File: config.mk
export PLATFORM = sky130hd
export DESIGN_NAME = branch_resolve_ctrl
export DESIGN_NICKNAME = d
export VERILOG_FILES = /design/src/rtl/branch_pkg.sv /design/src/rtl/branch_pend_fifo.sv /design/src/rtl/branch_resolve_ctrl.sv
export SDC_FILE = /design/constraint.sdc
export NUM_CORES = 1
export LEC_CHECK = 0
export ABC_AREA = 1
export ABC_CLOCK_PERIOD_IN_PS = 12590
export CORE_MARGIN = 10
export CORE_UTILIZATION = 33
export DETAILED_ROUTE_END_ITERATION = 10
export SETUP_SLACK_MARGIN = 0.02
export SKIP_LAST_GASP = 1
export SLEW_MARGIN = 20
export SYNTH_ARGS = -nofsm -noshare
export SYNTH_HDL_FRONTEND = slang
export SYNTH_SLANG_ARGS = --single-unit
File: constraint.sdc
create_clock -name Clk -period 12.59 [get_ports Clk]
set_input_delay 3.777 -clock Clk [delete_from_list [all_inputs] [get_ports Clk]]
set_output_delay 3.777 -clock Clk [all_outputs]
set_load 0.02 [all_outputs]
File: src/rtl/branch_pkg.sv
// branch_pkg
//   Shared constants for branch prediction and recovery.
//   PRED_T / PRED_NT : encoding of a 1-bit prediction (0 = taken, 1 = not taken).
//   br_state_e       : recovery controller states.
//   is_mispredict    : compares a stored prediction against the resolved outcome.
package branch_pkg;

  localparam logic PRED_T  = 1'b0;
  localparam logic PRED_NT = 1'b1;

  typedef enum logic [1:0] {
    ST_IDLE    = 2'd0,
    ST_TRACK   = 2'd1,
    ST_RECOVER = 2'd2
  } br_state_e;

  // A prediction of PRED_T is wrong exactly when the branch was not taken, and vice versa.
  function automatic logic is_mispredict(input logic pred, input logic taken);
    return (pred == PRED_T) != taken;
  endfunction

endpackage

File: src/rtl/branch_pend_fifo.sv
// branch_pend_fifo
//   FIFO of unresolved branches, DEPTH entries of W bits each.
//   Ports:
//     Clk, Reset       : clock (rising edge), synchronous active-high reset
//     push, wdata      : write an entry (accepted when not full, or when popping the same cycle)
//     pop, rdata       : drop the head entry; rdata always shows the current head
//     flush_all        : discard every entry (wins over push and pop)
//     full, empty      : occupancy flags from the registered count
//     count            : number of valid entries
module branch_pend_fifo #(
  parameter int DEPTH = 4,
  parameter int W     = 65
) (
  input  logic                   Clk,
  input  logic                   Reset,
  input  logic                   push,
  input  logic                   pop,
  input  logic                   flush_all,
  input  logic [W-1:0]           wdata,
  output logic [W-1:0]           rdata,
  output logic                   full,
  output logic                   empty,
  output logic [$clog2(DEPTH):0] count
);

  localparam int PW = $clog2(DEPTH);

  logic [W-1:0]  mem_q [DEPTH];
  logic [PW-1:0] wr_ptr_q, wr_ptr_d;
  logic [PW-1:0] rd_ptr_q, rd_ptr_d;
  logic [PW:0]   count_q, count_d;
  logic          push_ok, pop_ok;

  assign full  = (count_q == (PW+1)'(DEPTH));
  assign empty = (count_q == '0);
  assign count = count_q;
  // Head must be visible in the resolve cycle, so the read is combinational.
  assign rdata = mem_q[rd_ptr_q];

  always_comb begin
    push_ok  = push && !flush_all && (!full || pop);
    pop_ok   = pop && !empty && !flush_all;
    wr_ptr_d = wr_ptr_q;
    rd_ptr_d = rd_ptr_q;
    count_d  = count_q;
    if (flush_all) begin
      wr_ptr_d = '0;
      rd_ptr_d = '0;
      count_d  = '0;
    end else begin
      // Pointers are PW bits wide, so they wrap modulo DEPTH on their own.
      if (push_ok) wr_ptr_d = wr_ptr_q + 1'b1;
      if (pop_ok)  rd_ptr_d = rd_ptr_q + 1'b1;
      if (push_ok && !pop_ok)      count_d = count_q + 1'b1;
      else if (pop_ok && !push_ok) count_d = count_q - 1'b1;
    end
  end

  always_ff @(posedge Clk) begin
    if (Reset) begin
      wr_ptr_q <= '0;
      rd_ptr_q <= '0;
      count_q  <= '0;
    end else begin
      wr_ptr_q <= wr_ptr_d;
      rd_ptr_q <= rd_ptr_d;
      count_q  <= count_d;
    end
  end

  always_ff @(posedge Clk) begin
    if (push_ok) mem_q[wr_ptr_q] <= wdata;
  end

endmodule

File: src/rtl/branch_resolve_ctrl.sv
// branch_resolve_ctrl
//   Tracks branch predictions from ID until they resolve in EX, flushes and
//   redirects fetch on a mispredict, and strobes predictor training.
//   Inputs : Clk, Reset (sync, active-high), BrID/PredID/TargetID/FallThruID (push from ID),
//            BrEX/BranchEX (resolve oldest branch in EX).
//   Outputs: Flush, RedirectValid, RedirectPC (recovery), StallFetch (queue full),
//            UpdateEn, UpdateTaken (training), MispredCnt (saturating), ProtoErr (sticky).
//   All outputs are registered: they reflect the resolve one cycle after the BrEX edge.
module branch_resolve_ctrl
  import branch_pkg::*;
#(
  parameter int AW           = 32,
  parameter int DEPTH        = 4,
  parameter int FLUSH_CYCLES = 2,
  parameter int CNTW         = 16
) (
  input  logic            Clk,
  input  logic            Reset,
  input  logic            BrID,
  input  logic            PredID,
  input  logic [AW-1:0]   TargetID,
  input  logic [AW-1:0]   FallThruID,
  input  logic            BrEX,
  input  logic            BranchEX,
  output logic            Flush,
  output logic            RedirectValid,
  output logic [AW-1:0]   RedirectPC,
  output logic            StallFetch,
  output logic            UpdateEn,
  output logic            UpdateTaken,
  output logic [CNTW-1:0] MispredCnt,
  output logic            ProtoErr
);

  localparam int EW  = 1 + 2*AW;
  localparam int CW  = $clog2(DEPTH) + 1;
  localparam int FCW = (FLUSH_CYCLES > 1) ? $clog2(FLUSH_CYCLES) : 1;

  br_state_e       state_q, state_d;
  logic [FCW-1:0]  flush_cnt_q, flush_cnt_d;
  logic            flush_q, flush_d;
  logic            redirect_valid_q, redirect_valid_d;
  logic [AW-1:0]   redirect_pc_q, redirect_pc_d;
  logic            stall_q, stall_d;
  logic            update_en_q, update_en_d;
  logic            update_taken_q, update_taken_d;
  logic [CNTW-1:0] mispred_cnt_q, mispred_cnt_d;
  logic            proto_err_q, proto_err_d;

  logic            do_push, do_pop, flush_all;
  logic            resolve, mispred;
  logic [CW-1:0]   cnt_after;
  logic [EW-1:0]   head;
  logic            fifo_full, fifo_empty;
  logic [CW-1:0]   fifo_count;

  logic            head_pred;
  logic [AW-1:0]   head_target, head_fallthru;
  assign {head_pred, head_target, head_fallthru} = head;

  branch_pend_fifo #(
    .DEPTH (DEPTH),
    .W     (EW)
  ) u_fifo (
    .Clk       (Clk),
    .Reset     (Reset),
    .push      (do_push),
    .pop       (do_pop),
    .flush_all (flush_all),
    .wdata     ({PredID, TargetID, FallThruID}),
    .rdata     (head),
    .full      (fifo_full),
    .empty     (fifo_empty),
    .count     (fifo_count)
  );

  always_comb begin
    state_d          = state_q;
    flush_cnt_d      = flush_cnt_q;
    flush_d          = 1'b0;
    redirect_valid_d = 1'b0;
    redirect_pc_d    = redirect_pc_q;
    update_en_d      = 1'b0;
    update_taken_d   = 1'b0;
    mispred_cnt_d    = mispred_cnt_q;
    proto_err_d      = proto_err_q;
    do_push          = 1'b0;
    do_pop           = 1'b0;
    flush_all        = 1'b0;
    resolve          = 1'b0;
    mispred          = 1'b0;

    case (state_q)
      ST_RECOVER: begin
        // The redirect cycle already showed Flush; hold it for the remaining cycles.
        // ID/EX traffic is wrong-path here and is ignored entirely.
        if (flush_cnt_q != '0) begin
          flush_d     = 1'b1;
          flush_cnt_d = flush_cnt_q - 1'b1;
        end else begin
          state_d = ST_IDLE;
        end
      end
      default: begin
        resolve = BrEX && !fifo_empty;
        mispred = resolve && is_mispredict(head_pred, BranchEX);
        if (BrEX && fifo_empty)           proto_err_d = 1'b1;
        if (BrID && fifo_full && !BrEX)   proto_err_d = 1'b1;
        do_pop  = resolve;
        // A push alongside a mispredicting resolve is on the wrong path.
        do_push = BrID && !mispred && (!fifo_full || resolve);
        if (resolve) begin
          update_en_d    = 1'b1;
          update_taken_d = BranchEX;
        end
        if (mispred) begin
          flush_all        = 1'b1;
          flush_d          = 1'b1;
          redirect_valid_d = 1'b1;
          redirect_pc_d    = BranchEX ? head_target : head_fallthru;
          if (mispred_cnt_q != '1) mispred_cnt_d = mispred_cnt_q + 1'b1;
          state_d          = ST_RECOVER;
          flush_cnt_d      = FCW'(FLUSH_CYCLES - 1);
        end
      end
    endcase

    // Occupancy after this cycle's push/pop/flush, used for state and StallFetch.
    cnt_after = fifo_count;
    if (do_push) cnt_after = cnt_after + 1'b1;
    if (do_pop)  cnt_after = cnt_after - 1'b1;
    if (flush_all) cnt_after = '0;

    if (state_q != ST_RECOVER && !mispred) begin
      state_d = (cnt_after != '0) ? ST_TRACK : ST_IDLE;
    end
    stall_d = (cnt_after == CW'(DEPTH));
  end

  always_ff @(posedge Clk) begin
    if (Reset) begin
      state_q          <= ST_IDLE;
      flush_cnt_q      <= '0;
      flush_q          <= 1'b0;
      redirect_valid_q <= 1'b0;
      redirect_pc_q    <= '0;
      stall_q          <= 1'b0;
      update_en_q      <= 1'b0;
      update_taken_q   <= 1'b0;
      mispred_cnt_q    <= '0;
      proto_err_q      <= 1'b0;
    end else begin
      state_q          <= state_d;
      flush_cnt_q      <= flush_cnt_d;
      flush_q          <= flush_d;
      redirect_valid_q <= redirect_valid_d;
      redirect_pc_q    <= redirect_pc_d;
      stall_q          <= stall_d;
      update_en_q      <= update_en_d;
      update_taken_q   <= update_taken_d;
      mispred_cnt_q    <= mispred_cnt_d;
      proto_err_q      <= proto_err_d;
    end
  end

  assign Flush         = flush_q;
  assign RedirectValid = redirect_valid_q;
  assign RedirectPC    = redirect_pc_q;
  assign StallFetch    = stall_q;
  assign UpdateEn      = update_en_q;
  assign UpdateTaken   = update_taken_q;
  assign MispredCnt    = mispred_cnt_q;
  assign ProtoErr      = proto_err_q;

endmodule

==> impl_metrics.json, run 1 <==
{
  "timing.final.ws_setup_ns": 6.52,
  "htree_levels": 2,
  "clock_sinks": 326,
  "async_flop_share_pct": 0,
  "stdcell_count": 1699,
  "grt_pass1_vias": 8115,
  "syn_nets": 1129,
  "synth-main-ff-cell": "edfxtp_1",
  "ctsResizeCount": 0,
  "hold_class": "flip-flop to flip-flop",
  "antenna_found_initial": 0,
  "drive_above_1_share_pct": 6.82,
  "seq_area_frac_synth_pct": 72.0,
  "nNetsFinal": 1242,
  "cts_setup_buffers": 0,
  "syn_area_per_cell_um2": 12.1,
  "hold-worst-slack_ns": 0.460,
  "cap_violations": 0,
  "clock.fmax_ghz": 0.165,
  "ant_nets": 0,
  "hold_viol": 0,
  "required_ns": 12.70,
  "initial_core_util_pct": 33.6,
  "gp_congestion": 0.773,
  "worst_ep_arrival_time_ns": 6.18,
  "rows": 71,
  "cts-root-buf": "clkbuf_16",
  "io_buffer_count": 123,
  "finalCriticalPeriod_ns": 6.07,
  "power_leakage_uw": 0.00532,
  "cts_hold_buf": 0,
  "core_area_um2": 37800,
  "clkTransAtPathRegs_ns": 0.06,
  "synth_cell_type_count": 38,
  "p_total_uw": 3090,
  "clockBufferDepth": 3,
  "grt_max_degree": 89,
  "n_fill_cell": 3564,
  "io_pins": 124,
  "clock_latency_ns": 0.51,
  "grt_overflow_total": 0,
  "dp_slack_ns": 6.03,
  "yosys_warnings": 0,
  "min_period_over_period_pct": 48.2,
  "fp.dieW_um": 216,
  "drc": 0,
  "die_area_um2": 46700,
  "setup_tns_ns": 0,
  "status": "complete, no violations",
  "vias_per_cell": 4.90,
  "start_kind": "input port",
  "setup_viol": 0,
  "via_count": 8319,
  "synth_edf_count": 260,
  "die_h_um": 216,
  "ys_seq_elements": 326,
  "dp_cells": 1637,
  "drv_slew": 0,
  "grtUsageTotal_pct": 13.2,
  "rsz0062_at_grt": "no",
  "worstMarginPinSlew_ns": 1.06,
  "dp_hpwl_um": 19100,
  "path_class": "input port to flip-flop",
  "numCtsBuffers": 34,
  "syn_inst": 1049,
  "drt-initial-drc-count": 661,
  "maxSlewHeadroom_pct": 29.5,
  "area_growth_pct": 21.8,
  "skew_ns": 0.0229,
  "antenna_cells": 0,
  "grt_pass1_wl_um": 48200,
  "cts_tree": "built",
  "crit_fanout": 65,
  "ir_worst_vdd_uv": 93.0,
  "drt-wirelength-per-cell_um": 18.9,
  "synthesis.area_um2": 12700,
  "firstDrtPassIters": 5,
  "end_kind": "flip-flop",
  "drt-total-wl_um": 32100,
  "power_per_cell_area_nw_per_um2": 200
}
final timing paths:
kind                                  start                   to  slack [ns]  cells past startpoint
worst min-delay path            flush_cnt_q          flush_cnt_q        0.46                      2
worst min register to register  flush_cnt_q          flush_cnt_q        0.46                      2
worst max-delay path               BranchEX  u_fifo.mem_q[0][31]        6.52                      7
worst max register to register    flip-flop  u_fifo.mem_q[0][31]        8.89                      9
worst max-delay path: stages:
cell and delay (ns):
clkdlybuf4s50_1 0.46, buf_4 0.38, nand2_1 0.20, nand3_2 0.15, nand2_2 0.21, nor2_4 0.15
buf_4 0.83
cell usage in the layout (no fill, tap or decap), types with 11 or more instances in the layout:
cell,count
a21oi_1,19
a22o_1,31
buf_4,11
clkbuf_1,14
clkbuf_16,34
clkdlybuf4s50_1,123
dfxtp_1,64
edfxtp_1,260
inv_1,31
nand2_1,146
nand3_1,15
nor2_1,155
o21ai_0,137
o22ai_1,64
synth_stat cells, types with 4 or more instances:
master | number | area share (%)
edfxtp_1 | 260 | 62
nor2_1 | 159 | 4.7
nand2_1 | 146 | 4.3
o21ai_0 | 137 | 5.4
dfxtp_1 | 66 | 10
o22ai_1 | 64 | 3.2
clkbuf_1 | 41 | 1.2
inv_1 | 32 | 0.95
a22o_1 | 31 | 2.1
a21oi_1 | 19 | 0.75
nand3_1 | 15 | 0.59
ha_1 | 10 | 0.99
buf_2 | 8 | 0.32
nor3_1 | 6 | 0.24
xor2_1 | 5 | 0.35
buf_1 | 4 | 0.12
buf_6 | 4 | 0.36
inv_2 | 4 | 0.12
nand2_2 | 4 | 0.20
o21a_1 | 4 | 0.24
xnor2_1 | 4 | 0.28
per-layer routing:
layer / up-vias / track usage, % / routed length [um]
li1: 3992 / - / -
met2: 194 / 21.6 / 15500
met1: 4095 / 17.4 / 14300
met4: 0 / 3.15 / 546
met3: 38 / 2.87 / 1720
met5: - / 0 / 0
metrics by stage:
stage,cell area (um2),util [%]
detailed placement,14400,38.2
CTS,15500,40.9
global route,15500,40.9
finish,15500,40.9
global placement,14400,38.2
floorplan,12700,-
state kept, by name (all words and copies together), names as in the netlist, named ones only:
register,flops
MispredCnt,16
UpdateTaken,1
RedirectValid,1
flush_cnt_q,1
StallFetch,1
ProtoErr,1
u_fifo.count,3
u_fifo.wr_ptr_q,2
Flush,1
state_q,2
RedirectPC,32
u_fifo.rd_ptr_q,2
UpdateEn,1
u_fifo.mem_q,260
report_power, final:
group	switching, uW	leakage, uW	total [uW]	internal [uW]
combinational	504	0.00191	742	238
clock	398	0.000495	927	529
sequential	68.9	0.00291	1420	1350
final cells by class:
type                       instances  area [um2]  area share (%)
timing repair buffer             134        1310            8.50
multi-input combinational        626        3180            20.6
clock buffer                      52         958            6.20
tap                              511         639            4.14
sequential                       326        9130            59.1
clock inverter                    10        71.3           0.462
inverter                          40         156            1.01
kinds of logic (layout without fill, tap and decap cells):
family	after synthesis	count (layout)	share of synthesized area (%)
AND/OR/NAND/NOR	344	344	11.0
XOR/XNOR	9	9	0.621
buffers and inverters	97	236	3.23
adder cells (fa/ha/maj)	10	10	0.986
AO/OA/AOI/OAI	263	263	12.2
flip-flops	326	326	72.0
Note: power is estimated with default switching activity, not from simulation.
==> inputs of run 2 (changes only) <==
--- a/config.mk
+++ b/config.mk
@@ -6,7 +6,7 @@
 export NUM_CORES = 1
 export LEC_CHECK = 0
 export ABC_AREA = 1
-export ABC_CLOCK_PERIOD_IN_PS = 12590
+export ABC_CLOCK_PERIOD_IN_PS = 5100
 export CORE_MARGIN = 10
 export CORE_UTILIZATION = 33
 export DETAILED_ROUTE_END_ITERATION = 10
==> constraint.sdc (replaced) <==
create_clock -name Clk -period 5.1 [get_ports Clk]
set_input_delay 1.53 -clock Clk [delete_from_list [all_inputs] [get_ports Clk]]
set_output_delay 1.53 -clock Clk [all_outputs]
set_load 0.02 [all_outputs]
==> impl_metrics.json, run 2 (same netlist as run 1, synthesis figures left out) <==
{
  "vias_per_cell": 4.88,
  "min_period_over_period_pct": 72.5,
  "timing.final.ws_setup_ns": 1.40,
  "regMostFlops": "u_fifo.mem_q",
  "drt-total-wl_um": 32200,
  "clock.fmax_ghz": 0.270,
  "cts_hold_buf": 0,
  "crit_fanout": 65,
  "final_common_cell": "edfxtp_1",
  "clock_sinks": 326,
  "hold_class": "flip-flop to flip-flop",
  "ant_nets": 0,
  "finalCriticalPeriod_ns": 3.70,
  "path_class": "flip-flop to flip-flop",
  "stdcell_count": 1708,
  "fin_area_um2": 15600,
  "crit_path_frequent_cell": "nand2_1",
  "ctsResizeCount": 0,
  "worstPathCellList": "clkinv_2 -> nand2_1 -> nand3_1 -> nand2_1 -> nand2_1 -> nand3_2 -> nand2_2 -> nand2_1 -> nand2_1 -> ha_1 -> inv_1 -> nor2_1 -> nand3_1 -> nand2_1 -> inv_1 -> nand2_1 -> inv_1 -> nor2_1",
  "nNetsFinal": 1248,
  "grt_pass1_wl_um": 49300,
  "hold-worst-slack_ns": 0.463,
  "start_kind": "flip-flop",
  "clockBufferDepth": 3,
  "cap_violations": 0,
  "ir_worst_vdd_uv": 231,
  "cp_num_buf_inv": 4,
  "grtUsageTotal_pct": 13.4,
  "dp_hpwl_um": 19800,
  "htree_levels": 2,
  "cp_top_family": "simple AND/OR/NAND/NOR gates",
  "area_growth_pct": 22.8,
  "skew_ns": 0.0213,
  "status": "complete, no violations",
  "power_per_cell_area_nw_per_um2": 499,
  "clkTransAtPathRegs_ns": 0.06,
  "worstMarginPinSlew_ns": 0.897,
  "critPathSlowestCell": "clkinv_2",
  "cts_setup_buffers": 0,
  "dp_slack_ns": 1.01,
  "drive_above_1_share_pct": 7.28,
  "hold_viol": 0,
  "rows": 71,
  "regArea_um2": 9130,
  "required_ns": 5.56,
  "worst_path_largest_cell_delay_ns": 0.85,
  "cts_tree": "built",
  "drt-wirelength-per-cell_um": 18.9,
  "grt_max_degree": 75,
  "power_leakage_uw": 0.00538,
  "gp_congestion": 0.791,
  "drc": 0,
  "fp.dieW_um": 216,
  "die_h_um": 216,
  "clock_latency_ns": 0.53,
  "worst_ep_arrival_time_ns": 4.16,
  "io_pins": 124,
  "core_area_um2": 37800,
  "io_buffer_count": 123,
  "cts-root-buf": "clkbuf_16",
  "setup_viol": 0,
  "largest_reg_flops": 260,
  "maxSlewHeadroom_pct": 40.2,
  "multi_input_area_um2": 3180,
  "rsz0062_at_grt": "no",
  "initial_core_util_pct": 33.6,
  "die_area_um2": 46700,
  "grt_overflow_total": 0,
  "placed_area_um2": 14500,
  "final_cell_mix": "260 x edfxtp_1, 155 x nor2_1, 146 x nand2_1, 137 x o21ai_0, 123 x clkdlybuf4s50_1",
  "numCtsBuffers": 35,
  "n_fill_cell": 3475,
  "dp_cells": 1642,
  "grt_pass1_vias": 8251,
  "firstDrtPassIters": 5,
  "end_kind": "flip-flop",
  "drt-initial-drc-count": 817,
  "via_count": 8343,
  "p_total_uw": 7770,
  "antenna_found_initial": 2,
  "drv_slew": 0
}
==> run 2: path summary, 6_finish.rpt <==
kind                                 from         end  slack, ns  depth (start not counted)
worst min register to register   ProtoErr    ProtoErr       0.46                          1
worst max-delay path            flip-flop  StallFetch       1.40                         18
worst max register to register  flip-flop  StallFetch       1.40                         18
worst min-delay path             ProtoErr    ProtoErr       0.46                          1
==> run 2: per-layer routing <==
metal	vias up	global-route usage [%]	wire length [um]	share of wire [%]
li1	4025	-	-	-
met1	4018	17.7	14100	44
met2	252	21.7	15300	47
met3	48	2.92	2070	6.4
met4	0	4.19	722	2.2
met5	-	0	0	0
==> run 2: cell type report <==
class                      instances  area share, %
tap                              511           4.11
clock buffer                      48           6.07
antenna                            2         0.0321
sequential                       326           58.6
timing repair buffer             139           8.68
clock inverter                    16           1.06
inverter                          40           1.00
multi-input combinational        626           20.4
==> run 2: stage by stage <==
stage | util [%] | TNS [ns]
floorplan | - | -82.72
global placement | 38.3 | 0
detailed placement | 38.3 | 0
CTS | 41.2 | 0
global route | 41.2 | 0
finish | 41.2 | 0
==> run 2: power by group <==
part           total, uW  internal [uW]  leakage, uW  switching (uW)
clock network       2420           1410     0.000535            1010
logic               1850            599      0.00193            1250
registers           3500           3320      0.00291             176
total               7770           5330      0.00538            2430
